File: config.mk
export PLATFORM = sky130hd
export DESIGN_NAME = reg_scoreboard
export DESIGN_NICKNAME = d
export VERILOG_FILES = /design/src/rtl/y86_pkg.sv /design/src/rtl/scb_counter.sv /design/src/rtl/reg_scoreboard.sv
export SDC_FILE = /design/constraint.sdc
export NUM_CORES = 1
export LEC_CHECK = 0
export CAP_MARGIN = 25
export CORE_UTILIZATION = 30
export DETAILED_ROUTE_END_ITERATION = 10
export PLACE_DENSITY = 0.49
export REMOVE_ABC_BUFFERS = 1
export SYNTH_ARGS = -nofsm -noshare
export SYNTH_HDL_FRONTEND = slang
export SYNTH_HIERARCHICAL = 1
export SYNTH_SLANG_ARGS = --single-unit
export TNS_END_PERCENT = 5
File: constraint.sdc
create_clock -name clk -period 5.1 [get_ports clk]
set_input_delay 0.765 -clock clk [delete_from_list [all_inputs] [get_ports clk]]
set_output_delay 0.765 -clock clk [all_outputs]
set_load 0.05 [all_outputs]
File: src/rtl/y86_pkg.sv
`default_nettype none
// ============================================================================
// Module   : y86_pkg
// Brief    : Shared Y86-64 constants: register encodings, instruction codes
//            and a small destination-match helper for the register scoreboard.
// Revision : 1.0 - initial release
// ============================================================================
package y86_pkg;

  localparam logic [3:0] REG_NONE = 4'hF;
  localparam logic [3:0] REG_RSP  = 4'd4;

  // Instruction codes consumed by decode when deriving src/dst registers.
  typedef enum logic [3:0] {
    I_CMOVXX = 4'h2,
    I_IRMOVQ = 4'h3,
    I_RMMOVQ = 4'h4,
    I_MRMOVQ = 4'h5,
    I_OPQ    = 4'h6,
    I_CALL   = 4'h8,
    I_RET    = 4'h9,
    I_PUSHQ  = 4'hA,
    I_POPQ   = 4'hB
  } icode_e;

  // Number of the two destination fields naming register r (0, 1 or 2).
  function automatic logic [1:0] hits(input logic [3:0] a,
                                      input logic [3:0] b,
                                      input logic [3:0] r);
    return {1'b0, a == r} + {1'b0, b == r};
  endfunction

endpackage
`default_nettype wire

File: src/rtl/scb_counter.sv
`default_nettype none
// ============================================================================
// Module   : scb_counter
// Brief    : Per-register pending-write counter. Adds up to two issue
//            increments, subtracts write-back and squash releases, saturates
//            at zero and flags any release that exceeds the current count.
// Revision : 1.0 - initial release
// ============================================================================
module scb_counter #(
  parameter int CNT_W = 3
) (
  input  logic       clk,
  input  logic       rst_n,
  input  logic       flush,
  input  logic [1:0] inc,        // issue increments this cycle (0..2)
  input  logic [1:0] dec,        // write-back releases this cycle (0..2)
  input  logic [1:0] kdec,       // squash releases this cycle (0..2)
  output logic       busy,       // effective count (after write-back bypass) != 0
  output logic       underflow   // release of more than is pending
);

  localparam int SW = CNT_W + 2;

  logic [CNT_W-1:0] cnt;
  logic [SW-1:0]    up_sum;
  logic [SW-1:0]    dn_sum;
  logic [CNT_W-1:0] cnt_d;

  // Net update and zero saturation; the write-back port bypasses into busy
  // because the register file is written on the preceding negedge.
  always_comb begin
    up_sum    = SW'(cnt) + SW'(inc);
    dn_sum    = SW'(dec) + SW'(kdec);
    cnt_d     = (up_sum >= dn_sum) ? CNT_W'(up_sum - dn_sum) : '0;
    underflow = dn_sum > SW'(cnt);
    busy      = SW'(cnt) > SW'(dec);
  end

  // Counter register; flush wins over any same-cycle issue or release.
  always_ff @(posedge clk or negedge rst_n) begin
    if (!rst_n)     cnt <= '0;
    else if (flush) cnt <= '0;
    else            cnt <= cnt_d;
  end

endmodule
`default_nettype wire

File: src/rtl/reg_scoreboard.sv
`default_nettype none
// ============================================================================
// Module   : reg_scoreboard
// Brief    : Write-pending scoreboard for the pipelined Y86-64 register file.
//            Tracks outstanding write-backs per register and the in-flight
//            instruction count, and stalls decode on hazards or a full pipe.
//            Optional macro REG_SCOREBOARD_PERF_EN adds stall_cycles and
//            issue_count performance counters.
// Revision : 1.0 - initial release
// ============================================================================
module reg_scoreboard
  import y86_pkg::*;
#(
  parameter int MAX_INFLIGHT = 3,
  parameter int CNT_W        = 3
) (
  input  logic        clk,
  input  logic        rst_n,
  input  logic        d_valid,
  input  logic [3:0]  d_srcA,
  input  logic [3:0]  d_srcB,
  input  logic [3:0]  d_dstE,
  input  logic [3:0]  d_dstM,
  output logic        d_stall,
  input  logic        w_valid,
  input  logic [3:0]  w_dstE,
  input  logic [3:0]  w_dstM,
  input  logic        k_valid,
  input  logic [3:0]  k_dstE,
  input  logic [3:0]  k_dstM,
  input  logic        flush,
  output logic [1:0]  inflight,
  output logic        err
`ifdef REG_SCOREBOARD_PERF_EN
  ,
  output logic [31:0] stall_cycles,
  output logic [31:0] issue_count
`endif
);

  logic        issue;
  logic [15:0] busy;       // bit 15 (REG_NONE) is never busy
  logic [14:0] uflow;
  logic        full;
  logic        src_a_busy;
  logic        src_b_busy;
  logic [2:0]  if_up;
  logic [2:0]  if_dn;
  logic        if_uflow;
  logic [1:0]  inflight_d;

  assign busy[15] = 1'b0;

  generate
    for (genvar r = 0; r < 15; r++) begin : g_reg
      localparam logic [3:0] R = 4'(r);
      logic [1:0] inc_r;
      logic [1:0] dec_r;
      logic [1:0] kdec_r;

      assign inc_r  = issue   ? hits(d_dstE, d_dstM, R) : 2'd0;
      assign dec_r  = w_valid ? hits(w_dstE, w_dstM, R) : 2'd0;
      assign kdec_r = k_valid ? hits(k_dstE, k_dstM, R) : 2'd0;

      scb_counter #(.CNT_W(CNT_W)) u_cnt (
        .clk       (clk),
        .rst_n     (rst_n),
        .flush     (flush),
        .inc       (inc_r),
        .dec       (dec_r),
        .kdec      (kdec_r),
        .busy      (busy[r]),
        .underflow (uflow[r])
      );
    end
  endgenerate

  // Hazard and capacity stall; a release this cycle frees a pipeline slot.
  always_comb begin
    src_a_busy = (d_srcA != REG_NONE) && busy[d_srcA];
    src_b_busy = (d_srcB != REG_NONE) && busy[d_srcB];
    full       = (inflight == 2'(MAX_INFLIGHT)) && !w_valid && !k_valid;
    d_stall    = d_valid && (src_a_busy || src_b_busy || full);
    issue      = d_valid && !d_stall;
  end

  // In-flight next value with zero saturation and underflow detection.
  always_comb begin
    if_up      = {1'b0, inflight} + {2'b00, issue};
    if_dn      = {2'b00, w_valid} + {2'b00, k_valid};
    if_uflow   = if_dn > {1'b0, inflight};
    inflight_d = (if_up >= if_dn) ? 2'(if_up - if_dn) : 2'd0;
  end

  // In-flight counter register.
  always_ff @(posedge clk or negedge rst_n) begin
    if (!rst_n)     inflight <= 2'd0;
    else if (flush) inflight <= 2'd0;
    else            inflight <= inflight_d;
  end

  // Sticky protocol-error flag; only reset clears it, flush leaves it alone.
  always_ff @(posedge clk or negedge rst_n) begin
    if (!rst_n)                              err <= 1'b0;
    else if (!flush && (|uflow || if_uflow)) err <= 1'b1;
  end

`ifdef REG_SCOREBOARD_PERF_EN
  // Performance counters; both wrap naturally at 2^32.
  always_ff @(posedge clk or negedge rst_n) begin
    if (!rst_n) begin
      stall_cycles <= '0;
      issue_count  <= '0;
    end else if (flush) begin
      stall_cycles <= '0;
      issue_count  <= '0;
    end else begin
      stall_cycles <= stall_cycles + {31'd0, d_stall};
      issue_count  <= issue_count + {31'd0, issue};
    end
  end
`endif

endmodule
`default_nettype wire

==> results.sh <==
export IMPL_status="finished, violations left"
export IMPL_violations="negative setup slack"
export IMPL_irDropWorstVdd_uv=130.9
export IMPL_p_per_area_nw_per_um2=180.8
export IMPL_drtPass1Iterations=4
export IMPL_synth_seq_cells=48
export IMPL_slew_headroom_pct=53.57
export IMPL_wl_per_cell_um=16.68
export IMPL_fin_crit_sh_pct=104.8
export IMPL_regToRegSetupSlack_ns=0.46
export IMPL_rsz0062_at_grt="yes"
export IMPL_clk_pin_slew_ns=0.08
export IMPL_drv_slew=0
export IMPL_pwr_share_clk_pct=19.7
export IMPL_wl_um=25780
export IMPL_end_kind="flip-flop"
export IMPL_fillers=2897
export IMPL_yosysWarnings=6
export IMPL_switching_share_pct=41.88
export IMPL_worst_pin_slew_ns=0.6965
export IMPL_intPower_mw=1.246
export IMPL_setup_viol=45
export IMPL_critPathSlowestCell="a311o_2"
export IMPL_die_y_um=173.7
export IMPL_gr_total_overflow=0
export IMPL_synthTopCellsByArea="ha_1, dfrtp_1, fa_1"
export IMPL_cp_start_kind="input port"
export IMPL_use_met2_pct=30.49
export IMPL_fmax_ghz=0.1872
export IMPL_initial_utilization_pct=30.65
export IMPL_dp_hpwl_um=21380
export IMPL_n_antenna_cell=0
export IMPL_clkLatencyLatePin_ns=0.32
export IMPL_cp_max_fo=5
export IMPL_min_path_type="reg -> reg"
export IMPL_rows=62
export IMPL_placed_area_um2=10810
export IMPL_clock_skew_ns=0.009498
export IMPL_whs_ns=0.4717
export IMPL_synthCells=960
export IMPL_synth_edf_count=0
export IMPL_cts_made_buffers=5
export IMPL_finalWorstSetupSlack_ns=-0.2431
export IMPL_vias_per_cell=4.705
export IMPL_avgSynthCellArea_um2=9.215
export IMPL_grt_max_degree=49
export IMPL_drive_above_1_share_pct=27.73
export IMPL_vias=7269
export IMPL_synthesis_area_um2=8846
export IMPL_fin_crit_ns=5.343
export IMPL_async_flop_share_pct=100.0
export IMPL_ys_seq_area_share_pct=13.58
export IMPL_postLayoutCellArea_um2=11860
export IMPL_pin_count=42
export IMPL_worstSetupPathType="in -> reg"
export IMPL_area_growth_pct=34.07
export IMPL_antenna_found_initial=0
export IMPL_drcViolationCount=0
export IMPL_globalRoute_busiestLayer="met2"
export IMPL_synth_flop_cell="dfrtp_1"
export IMPL_core_area_um2=28860
export IMPL_cts_root_buf="clkbuf_16"
export IMPL_pwr_share_seq_pct=23.1
export IMPL_pre_cts_ws_ns=-1.219
export IMPL_cts_max_level=2
export IMPL_met1_usage_pct=23.22
export IMPL_max_stage_delay_ns=0.48
export IMPL_drt_iter0_drc=342
export IMPL_clock_sinks=48
export IMPL_grt_use_total_pct=17.66
export IMPL_cellLeakagePower_nw=5.615
export IMPL_die_area_um2=30180
export IMPL_numPortBuffers=41
export IMPL_gr_usage_met3_pct=2.390
export IMPL_required_ns=5.29
export IMPL_clk_path_buf_depth=2
export IMPL_netlist_area_leader_share_pct=30.55
export IMPL_layout_nets=1460
export IMPL_cpMostUsedCell="ha_4"
export IMPL_crit_path_cell_trace="buf_6, nand2b_4, nor3_4, ha_4, and2_4, inv_2, ha_4, nor2b_4, o21ai_1, nand2_1, mux4_2, or2_1, a311o_2, buf_12, buf_4, nor4b_4, ha_2, fa_1, ha_1, a21bo_1, a221oi_4, nor3_1"
export IMPL_yosys_area_top_type="ha_1"
export IMPL_die_x_um=173.7
export IMPL_arrival_ns=5.53
export IMPL_hold_viol_final=0
export IMPL_synth_most_common_cell="ha_1"
export IMPL_p_switching_mw=0.8980
export IMPL_yosys_top_cells_count="ha_1, inv_1, nor3_1, and2_1, nor2_1"
export IMPL_cap_violations=0
export IMPL_synth_distinct_cells=40
export IMPL_postRouteAntennaNets=0
export IMPL_grt_pass1_vias=7717
export IMPL_comb_power_share_pct=57.2
export IMPL_grt_pass1_wl_um=41370
export IMPL_gp_congestion=0.8795
export IMPL_cts_tree="yes"
==> per-layer routing <==
metal	up-vias	wire, um
met3	22	879
met4	0	406
met2	85	12540
met5	-	0
met1	3468	11950
li1	3694	-
==> timing repair <==
| action | in CTS | in global routing |
|---|---|---|
| gates resized for setup | 141 | 52 |
| buffers inserted | 14 | 8 |
| pin swaps | 60 | 51 |
| gates cloned | 1 | 0 |
| endpoints found under the setup margin | 48 | 47 |
| hold buffers | 0 | 0 |
| endpoints found under the hold margin | 0 | 0 |
==> logic make-up after synthesis <==
kind of cell               Yosys count  synth area share [%]
DFF                                 48                 13.58
and+or+nand+nor                    337                 23.13
AOI/OAI and AO/OA                  102                 9.731
xor gates and xnor gates            31                 3.069
adders and majority gates          262                 40.96
muxes                               10                 1.980
buffers and inverters              170                 7.553
==> worst max-delay path, delay by kind of cell <==
kind                       cells  cell delay [ns]
AOI/OAI and AO/OA              4             1.13
adders and majority gates      5             1.37
buffers and inverters          4             0.46
muxes                          1             0.45
and+or+nand+nor                8             1.33
==> sequential cells by signal, indices dropped and copies added, names as in the netlist <==
| signal | cells |
|---|---|
| g.u_cnt/cnt | 45 |
| inflight | 2 |
| err | 1 |
==> final timing paths <==
check	startpoint	endpoint	depth (start not counted)
worst min register to register	err	err	1
max in group asynchronous	rst_n	g_reg[12].u_cnt/cnt[0]	2
worst min-delay path	err	err	1
worst max register to register	g_reg[13].u_cnt/cnt[1]	g_reg[10].u_cnt/cnt[0]	16
worst max-delay path	w_dstE[2]	g_reg[10].u_cnt/cnt[0]	22
min in group asynchronous	rst_n	g_reg[2].u_cnt/cnt[1]	2
==> per-stage QoR <==
| step | power, mW | util [%] | std cells | TNS, ns |
|---|---|---|---|---|
| finish | 2.144 | 41.10 | 1545 | -6.887 |
| global placement | 1.569 | 37.46 | 1516 | -48.66 |
| detailed placement | 1.580 | 37.46 | 1516 | -49.71 |
| CTS | 2.112 | 40.04 | 1538 | -6.393 |
| global route | 2.314 | 41.10 | 1545 | -15.28 |
| floorplan | 1.102 | - | 945 | -61.05 |
==> power by group through the flow <==
stage / combinational, mW / sequential (mW) / clock, mW
final: 1.23 / 0.495 / 0.422
after global routing: 1.36 / 0.506 / 0.447
after CTS: 1.18 / 0.494 / 0.436
after detailed placement: 1.08 / 0.498 / 0
after global placement: 1.07 / 0.498 / 0
after floorplan: 0.610 / 0.492 / 0
==> layout by cell type, fill, tap and decap left out, types with 8 or more instances in the layout <==
master and n:
ha_1 197, buf_4 153, inv_1 141, nor3_1 72
and2_1 53, dfrtp_1 48, nor2_1 44, nand2_1 41
fa_1 39, nor2b_1 30, xor2_1 30, clkdlybuf4s50_1 29
nand2b_1 18, nor4b_4 17, o21ai_1 16, o21ai_0 16
a21bo_1 15, a21o_1 15, a32oi_1 15, inv_2 14
nor4b_2 13, ha_2 13, a221oi_4 13, buf_6 10
nor3_2 8
==> area by class of cell <==
type,instances,area (um^2),area share (%)
Timing Repair Buffer,208,1783,15.03
Inverter,155,581.8,4.906
Clock buffer,5,125.1,1.055
Clock inverter,3,46.29,0.3903
Tap cell,384,480.5,4.051
Multi-Input combinational cell,742,7642,64.44
Sequential cell,48,1201,10.13
(Power assumes the default switching activity.)
